==> src/rtl/fp8_pkg.sv <==
// Shared e4m3 constants, lookup tables and stage bundles
// for the fp8 log2 pipeline.
package fp8_pkg;

  localparam int E4M3_BIAS = 7;
  localparam logic [7:0] E4M3_NAN = 8'h7F;
  localparam int GRS_W = 3;
  localparam int SIG_W = 4 + GRS_W;

  // Element 0 is the rightmost entry
  localparam logic [7:0][7:0] MANT_LUT = {
    8'h37, 8'h35, 8'h33, 8'h31,
    8'h2F, 8'h2A, 8'h23, 8'h00
  };
  localparam logic [7:0][7:0] SUB_LUT = {
    8'hCC, 8'hCD, 8'hCD, 8'hCE,
    8'hCF, 8'hD0, 8'hD1, 8'h00
  };

  typedef struct packed {
    logic       sign;
    logic [3:0] exp;
    logic [3:0] sig;
  } e4m3_unp_t;

  typedef struct packed {
    logic       bypass;
    logic       err;
    logic [7:0] res;
    logic [7:0] a;
    logic [7:0] b;
  } s1_t;

  typedef struct packed {
    logic             bypass;
    logic             err;
    logic [7:0]       res;
    logic             sign;
    logic [3:0]       exp;
    logic [SIG_W-1:0] lsig;
    logic [SIG_W-1:0] ssig;
    logic             sub;
  } s2_t;

  function automatic e4m3_unp_t e4m3_unpack(
    input logic [7:0] v
  );
    e4m3_unp_t u;
    u.sign = v[7];
    u.exp  = (v[6:3] == 4'd0) ? 4'd1 : v[6:3];
    u.sig  = {v[6:3] != 4'd0, v[2:0]};
    return u;
  endfunction

  function automatic logic [2:0] lzc7(
    input logic [6:0] v
  );
    logic [2:0] n;
    n = 3'd7;
    for (int i = 0; i < 7; i++)
      if (v[i]) n = 3'(6 - i);
    return n;
  endfunction

endpackage

==> src/rtl/fp8_e4m3_add_pipe.sv <==
// Two-stage e4m3 adder (align, then add/normalise/RNE)
// carrying the bypass/err sideband alongside.
module fp8_e4m3_add_pipe
  import fp8_pkg::*;
(
  input  logic       clk,
  input  logic       rst_n,
  input  logic       adv2,
  input  logic       adv3,
  input  logic       v1,
  input  s1_t        s1,
  output logic       v2,
  output logic       v3,
  output logic [7:0] out_data,
  output logic       out_err
);

  e4m3_unp_t ua, ub;
  logic a_ge;
  logic [3:0] sexp, sg, dexp;
  logic [2*SIG_W-1:0] wide;
  s2_t s2_d, s2;

  always_comb begin
    ua   = e4m3_unpack(s1.a);
    ub   = e4m3_unpack(s1.b);
    a_ge = s1.a[6:0] >= s1.b[6:0];
    sexp = a_ge ? ub.exp : ua.exp;
    sg   = a_ge ? ub.sig : ua.sig;
    s2_d = '0;
    s2_d.bypass = s1.bypass;
    s2_d.err    = s1.err;
    s2_d.res    = s1.res;
    s2_d.sign   = a_ge ? ua.sign : ub.sign;
    s2_d.exp    = a_ge ? ua.exp : ub.exp;
    s2_d.lsig   = {a_ge ? ua.sig : ub.sig,
                   {GRS_W{1'b0}}};
    dexp = s2_d.exp - sexp;
    wide = {sg, {GRS_W{1'b0}}, {SIG_W{1'b0}}}
           >> dexp;
    // Far shifts keep only the sticky bit
    s2_d.ssig = (dexp >= 4'(SIG_W - 1))
      ? {{(SIG_W-1){1'b0}}, |sg}
      : {wide[2*SIG_W-1:SIG_W+1], |wide[SIG_W:0]};
    s2_d.sub = ua.sign ^ ub.sign;
  end

  logic [SIG_W:0]   sum;
  logic [SIG_W-1:0] nrm;
  logic [2:0]       lz;
  logic [4:0]       e_n, e_r, rsig;
  logic             up;
  logic [7:0]       res_d;

  always_comb begin
    sum = s2.sub
      ? {1'b0, s2.lsig} - {1'b0, s2.ssig}
      : {1'b0, s2.lsig} + {1'b0, s2.ssig};
    lz = lzc7(sum[SIG_W-1:0]);
    if (sum[SIG_W]) begin
      nrm = {sum[SIG_W:2], sum[1] | sum[0]};
      e_n = {1'b0, s2.exp} + 5'd1;
    end else begin
      nrm = sum[SIG_W-1:0] << lz;
      e_n = {1'b0, s2.exp} - {2'b00, lz};
    end
    up   = nrm[2] & (nrm[1] | nrm[0] | nrm[3]);
    rsig = {1'b0, nrm[SIG_W-1:GRS_W]}
         + {4'b0000, up};
    e_r  = rsig[4] ? e_n + 5'd1 : e_n;
    res_d = {s2.sign, e_r[3:0],
             rsig[4] ? 3'b000 : rsig[2:0]};
    if (sum == '0) res_d = 8'h00;
    if (s2.bypass) res_d = s2.res;
  end

  always_ff @(posedge clk or negedge rst_n) begin
    if (!rst_n) begin
      v2       <= 1'b0;
      v3       <= 1'b0;
      s2       <= '0;
      out_data <= '0;
      out_err  <= 1'b0;
    end else begin
      if (adv2) begin
        v2 <= v1;
        if (v1) s2 <= s2_d;
      end
      if (adv3) begin
        v3 <= v2;
        if (v2) begin
          out_data <= res_d;
          out_err  <= s2.err;
        end
      end
    end
  end

  a_no_x: assert property (
    @(posedge clk) disable iff (!rst_n)
    v3 |-> !$isunknown(out_data));

  a_no_inf: assert property (
    @(posedge clk) disable iff (!rst_n)
    (v3 && !out_err) |-> out_data[6:3] != 4'hF);

  a_range: assert property (
    @(posedge clk) disable iff (!rst_n)
    (v2 && !s2.bypass && sum != '0) |->
    (e_r >= 5'd1 && e_r <= 5'd14 &&
     (rsig[4] || rsig[3])));

endmodule

==> src/rtl/fp8_int_to_float8.sv <==
// Exact signed small-integer to e4m3 converter
// used for the unbiased exponent term.
module fp8_int_to_float8
  import fp8_pkg::*;
(
  input  logic signed [4:0] val,
  output logic        [7:0] fp
);

  logic [4:0] mag;
  logic       s;

  always_comb begin
    s   = val[4];
    mag = s ? $unsigned(-val) : $unsigned(val);
    fp  = '0;
    unique case (1'b1)
      mag[4]:
        fp = {s, 4'(E4M3_BIAS + 4), mag[3:1]};
      mag[4:3] == 2'b01:
        fp = {s, 4'(E4M3_BIAS + 3), mag[2:0]};
      mag[4:2] == 3'b001:
        fp = {s, 4'(E4M3_BIAS + 2), mag[1:0], 1'b0};
      mag[4:1] == 4'b0001:
        fp = {s, 4'(E4M3_BIAS + 1), mag[0], 2'b00};
      mag == 5'd1:
        fp = {s, 4'(E4M3_BIAS), 3'b000};
      default:
        fp = '0;
    endcase
  end

endmodule

==> src/rtl/fp8_log2_pipe.sv <==
// Three-stage pipelined log2 of an e4m3 operand:
// (E-7) + log2(1+m/8), summed with RNE, e4m3 out.
module fp8_log2_pipe
  import fp8_pkg::*;
#(
  parameter int FLOAT8_TYPE = 0,
  parameter int EXP_BIAS    = 7
) (
  input  logic       clk,
  input  logic       rst_n,
  input  logic       in_valid,
  output logic       in_ready,
  input  logic [7:0] in_data,
  output logic       out_valid,
  input  logic       out_ready,
  output logic [7:0] out_data,
  output logic       out_err
);

  if (FLOAT8_TYPE != 0 || EXP_BIAS != E4M3_BIAS)
  begin : g_bad_cfg
    $error("fp8_log2_pipe: only e4m3, bias 7");
  end

  logic v1, v2, v3;
  logic adv1, adv2, adv3;
  logic [3:0] e;
  logic [2:0] m;
  logic is_spec, is_sub;
  logic signed [4:0] e_unb;
  logic [7:0] a_fp;
  s1_t s1, s1_d;

  assign adv3 = !v3 | out_ready;
  assign adv2 = !v2 | adv3;
  assign adv1 = !v1 | adv2;
  assign in_ready  = adv1;
  assign out_valid = v3;

  assign e = in_data[6:3];
  assign m = in_data[2:0];
  assign e_unb =
    $signed({1'b0, e} - 5'(E4M3_BIAS));

  fp8_int_to_float8 u_exp (
    .val (e_unb),
    .fp  (a_fp)
  );

  always_comb begin
    is_spec = in_data[6:0] == 7'd0
            | in_data[7]
            | &in_data[6:0];
    is_sub  = !is_spec & (e == 4'd0);
    s1_d        = '0;
    s1_d.a      = a_fp;
    s1_d.b      = MANT_LUT[m];
    unique case (1'b1)
      is_spec: begin
        s1_d.bypass = 1'b1;
        s1_d.err    = 1'b1;
        s1_d.res    = E4M3_NAN;
        s1_d.a      = '0;
        s1_d.b      = '0;
      end
      is_sub: begin
        s1_d.bypass = 1'b1;
        s1_d.res    = SUB_LUT[m];
        s1_d.a      = '0;
        s1_d.b      = '0;
      end
      default: ;
    endcase
  end

  always_ff @(posedge clk or negedge rst_n) begin
    if (!rst_n) begin
      v1 <= 1'b0;
      s1 <= '0;
    end else if (adv1) begin
      v1 <= in_valid;
      if (in_valid) s1 <= s1_d;
    end
  end

  fp8_e4m3_add_pipe u_add (
    .clk      (clk),
    .rst_n    (rst_n),
    .adv2     (adv2),
    .adv3     (adv3),
    .v1       (v1),
    .s1       (s1),
    .v2       (v2),
    .v3       (v3),
    .out_data (out_data),
    .out_err  (out_err)
  );

endmodule

==> config.mk <==
export PLATFORM = sky130hd
export DESIGN_NAME = fp8_log2_pipe
export DESIGN_NICKNAME = d
export VERILOG_FILES = /design/src/rtl/fp8_pkg.sv /design/src/rtl/fp8_e4m3_add_pipe.sv /design/src/rtl/fp8_int_to_float8.sv /design/src/rtl/fp8_log2_pipe.sv
export SDC_FILE = /design/constraint.sdc
export NUM_CORES = 1
export LEC_CHECK = 0
export ABC_AREA = 1
export CAP_MARGIN = 30
export CELL_PAD_IN_SITES_DETAIL_PLACEMENT = 0
export CELL_PAD_IN_SITES_GLOBAL_PLACEMENT = 1
export CORE_UTILIZATION = 49
export DETAILED_ROUTE_END_ITERATION = 8
export PLACE_DENSITY_LB_ADDON = 0.2
export SLEW_MARGIN = 10
export SYNTH_ARGS = -nofsm -noshare
export SYNTH_HDL_FRONTEND = slang
export SYNTH_HIERARCHICAL = 1
export SYNTH_SLANG_ARGS = --single-unit
==> constraint.sdc <==
create_clock -name clk -period 11.6 [get_ports clk]
set_input_delay 1.74 -clock clk [delete_from_list [all_inputs] [get_ports clk]]
set_output_delay 1.74 -clock clk [all_outputs]
set_load 0.05 [all_outputs]
==> results_dict.tcl <==
set metrics [dict create \
    run_status "finished, final reports clean" \
    post_cts_resized 0 \
    synthFlopType "sky130_fd_sc_hd__dfrtp_1" \
    min_cycle_time_layout_ns 4.90 \
    maxSlewHeadroom_pct 46.9 \
    cpLargestDelayFamily "buffers and inverters" \
    number_of_fillers_in_the_final_layout 989 \
    avgViaCountPerCell 5.03 \
    layout_worst_path_cycle_share_pct 42.2 \
    post_synth_main_area_contributors "sky130_fd_sc_hd__dfrtp_1 (32%), sky130_fd_sc_hd__nand2_1 (16%), sky130_fd_sc_hd__ha_1 (7.6%), sky130_fd_sc_hd__inv_1 (5.4%), sky130_fd_sc_hd__nand3_1 (3.8%)" \
    finalSetupViolCount 0 \
    multi_input_comb_area_um2 2920 \
    wire_per_inst_um 12.2 \
    io-pin-count 23 \
    fin_nets 746 \
    total_gr_overflow 0 \
    ys.warnings.count 6 \
    hp-class "reg2reg" \
    cts_sinks 62 \
    clock_tree.buffer_depth 2 \
    worst_path_most_repeated_cell "sky130_fd_sc_hd__clkdlybuf4s50_1" \
    synth_most_common_cell "sky130_fd_sc_hd__nand2_1" \
    postSynthRegisterBits 62 \
    whs_path_depth 2 \
    die_w_um 102 \
    global_route_wire_length_before_repair_um 17600 \
    gp_congestion 0.857 \
    synth.yosys.seq_area_share_pct 31.6 \
    share_of_total_power_in_the_clock_network_pct 12.1 \
    hold_violations 0 \
    fraction_of_layout_cells_with_a_size_suffix_above_1_pct 15.0 \
    switchingPower_mw 0.914 \
    die_area_um2 10400 \
    die_h_um 102 \
    internal_power_mw 0.870 \
    cts.reportedPaths.clkPinSlew_ns 0.08 \
    worst-slew-pin-transition_ns 0.795 \
    drv.max_cap_violation_count 0 \
    synthesis.area_um2 4910 \
    fin_worst_skew_ns 0.0175 \
    dr.pass1.iters 4 \
    path_depth 4 \
    final_max_slew_viol_count 0 \
    register_area_um2 1550 \
    reg2regPathDepth 17 \
    ant_nets 0 \
    crit_slowest_cell "sky130_fd_sc_hd__clkdlybuf4s50_1" \
    placementRows 36 \
    yosysTopAreaCell "sky130_fd_sc_hd__dfrtp_1" \
    placement.io_buffers 22 \
    highest_clock_rate_ghz 0.204 \
    via_count_of_the_first_global_routing_pass 3935 \
    setup_repair_after_global_routing_missed_its_margin "false" \
    postSynth.asyncResetShare_pct 100 \
    tritoncts "done" \
    via_count 4220 \
    power.ir.vdd_worst_v 0.000135 \
    power_frac_seq_pct 18.3 \
    number_of_flops_mapped_to_enable_cells_by_yosys 0 \
    numCtsBuffers 9 \
    worst-endpoint-arrival_ns 3.16 \
    synth_cell_type_count 50 \
    netSwitchingFraction_pct 51.2 \
    fin_tns_setup_ns 0 \
    synthesis.instances 677 \
    start_util_pct 50.5 \
    clk_latency_ns 0.34 \
    ctsRootBufferMaster "sky130_fd_sc_hd__clkbuf_8" \
    floorplan.core_area_um2 9730 \
    critPathRequiredTime_ns 9.86 \
    power-per-cell-area_nw_per_um2 326 \
    total_leakage_power_nw 2.81 \
    worst_slack_ns 6.70 \
    detailedRoute.firstIterationViolations 233 \
    cts_post_setup_buffers_inserted 0 \
    crit_path_end_kind "output port" \
    crit_type "in2out" \
    layout-area-overhead-vs-synth_pct 11.2 \
    track_usage_pct 21.1 \
    syn_avg_cell_area_um2 7.25 \
    antenna_found_initial 0 \
    antenna-diode-count 0 \
    grt_max_degree 63 \
    drt_drc_violations_left 0 \
    yosysTopAreaCellShare_pct 31.6 \
    post-place-ws_ns 6.71 \
    combPwrFrac_pct 69.6 \
    ys_top_cells_by_count "sky130_fd_sc_hd__nand2_1 (204), sky130_fd_sc_hd__inv_1 (71), sky130_fd_sc_hd__dfrtp_1 (62), sky130_fd_sc_hd__nor2_1 (38)" \
    routed_wirelength_um 10200 \
    numPlacedInstances 822 \
    holdBufCountCts 0 \
    layout.cells.non_filler 839 \
    timing.critical_path.from_type "primary input" \
    hpwl_um 8010 \
    timing.critical_path.slowest_cell_delay_ns 0.81 \
    htree_num_levels 3 \
    worst-path-buf-inv 3 \
    critical_path_peak_fanout 3 \
    cp_cell_sequence "clkdlybuf4s50_1, inv_1, nand4_2, clkdlybuf4s50_1" \
]
-- tightest hold or removal path: cells and delay by family, from the launching register on --
family           cells  cell delay (ns)
AND/OR/NAND/NOR      2             0.10
flip-flops           1             0.35
-- metal layers --
metal / global-route usage (%) / vias up / share of wire [%] / routed length [µm]
met4: 4.62 / 0 / 0.84 / 86
met3: 3.01 / 8 / 2.1 / 214
met1: 27.1 / 1939 / 48 / 4930
li1: - / 2227 / - / -
met2: 37.5 / 46 / 49 / 5010
met5: 0 / - / 0 / 0
-- area by class of cell --
cell class / instances / share of cell area [%]
repair buffers: 25 / 4.35
inverters: 93 / 6.46
multi-input cells: 510 / 53.5
clock buffers: 10 / 2.52
well taps: 133 / 3.05
flip-flops and latches: 62 / 28.4
clock inverters: 6 / 1.72
-- state kept, by name (all words and copies together) (netlist names) --
name / count
u_add/s2: 27
v1: 1
u_add/out_data: 8
s1: 23
u_add/v2: 1
u_add/out_err: 1
u_add/v3: 1
-- path summary, 6_finish.rpt --
kind	startpoint	to	slack, ns
min	s1[16]$_DFFE_PN0P_	u_add/s2[20]$_DFFE_PN0P_	0.48
min in group asynchronous	rst_n	u_add/out_data[0]$_DFFE_PN0P_	1.53
max in group asynchronous	rst_n	s1[10]$_DFFE_PN0P_	9.52
max reg2reg	s1[2]$_DFFE_PN0P_	u_add/s2[2]$_DFFE_PN0P_	7.47
max	out_ready	in_ready	6.70
min reg2reg	s1[16]$_DFFE_PN0P_	u_add/s2[20]$_DFFE_PN0P_	0.48
-- layout by cell type, fill, tap and decap left out, types with 4 or more instances in the layout --
| master | n |
|---|---|
| sky130_fd_sc_hd__xnor2_1 | 5 |
| sky130_fd_sc_hd__ha_1 | 30 |
| sky130_fd_sc_hd__nand3_1 | 37 |
| sky130_fd_sc_hd__conb_1 | 6 |
| sky130_fd_sc_hd__o22ai_1 | 5 |
| sky130_fd_sc_hd__xor2_1 | 4 |
| sky130_fd_sc_hd__clkdlybuf4s50_1 | 21 |
| sky130_fd_sc_hd__a21oi_1 | 33 |
| sky130_fd_sc_hd__nand2_4 | 9 |
| sky130_fd_sc_hd__nor2_2 | 11 |
| sky130_fd_sc_hd__dfrtp_1 | 62 |
| sky130_fd_sc_hd__clkinv_1 | 5 |
| sky130_fd_sc_hd__o21ai_0 | 37 |
| sky130_fd_sc_hd__a21oi_2 | 4 |
| sky130_fd_sc_hd__inv_1 | 71 |
| sky130_fd_sc_hd__inv_2 | 15 |
| sky130_fd_sc_hd__nand2_1 | 204 |
| sky130_fd_sc_hd__o21ai_1 | 7 |
| sky130_fd_sc_hd__nand2_2 | 17 |
| sky130_fd_sc_hd__nand4_1 | 16 |
| sky130_fd_sc_hd__nand3_2 | 10 |
| sky130_fd_sc_hd__clkbuf_8 | 10 |
| sky130_fd_sc_hd__nor2_1 | 38 |
-- logic make-up (layout without fill, tap and decap cells) --
| group | count (synthesis) | after routing | share of synthesized area (%) |
|---|---|---|---|
| AO/OA/AOI/OAI | 100 | 100 | 11.7 |
| XOR/XNOR | 11 | 11 | 2.39 |
| adder cells (fa/ha/maj) | 33 | 33 | 8.87 |
| buffers and inverters | 110 | 134 | 9.27 |
| flip-flops | 62 | 62 | 31.6 |
| multiplexers | 1 | 1 | 0.229 |
| other | 1 | 6 | 0.0764 |
| AND/OR/NAND/NOR | 359 | 359 | 35.9 |
-- power groups by stage --
stage	clock (mW)	combinational (mW)	sequential [mW]
finish	0.216	1.24	0.326
detailed placement	0	1.24	0.331
floorplan	0	0.956	0.372
global placement	0	1.21	0.329
CTS	0.221	1.24	0.327
global route	0.228	1.41	0.335
-- stage by stage --
step / hold WS [ns] / util, % / area [µm²] / total power, mW
3_5_place_dp: 0.460 / 53.7 / 5220 / 1.57
5_1_grt: 0.505 / 56.1 / 5460 / 1.97
3_3_place_gp: 0.455 / 53.7 / 5220 / 1.54
2_1_floorplan: 0.442 / - / 4930 / 1.33
6_report: 0.478 / 56.1 / 5460 / 1.78
4_1_cts: 0.480 / 56.1 / 5460 / 1.79
Note: power is estimated with default switching activity, not from simulation.
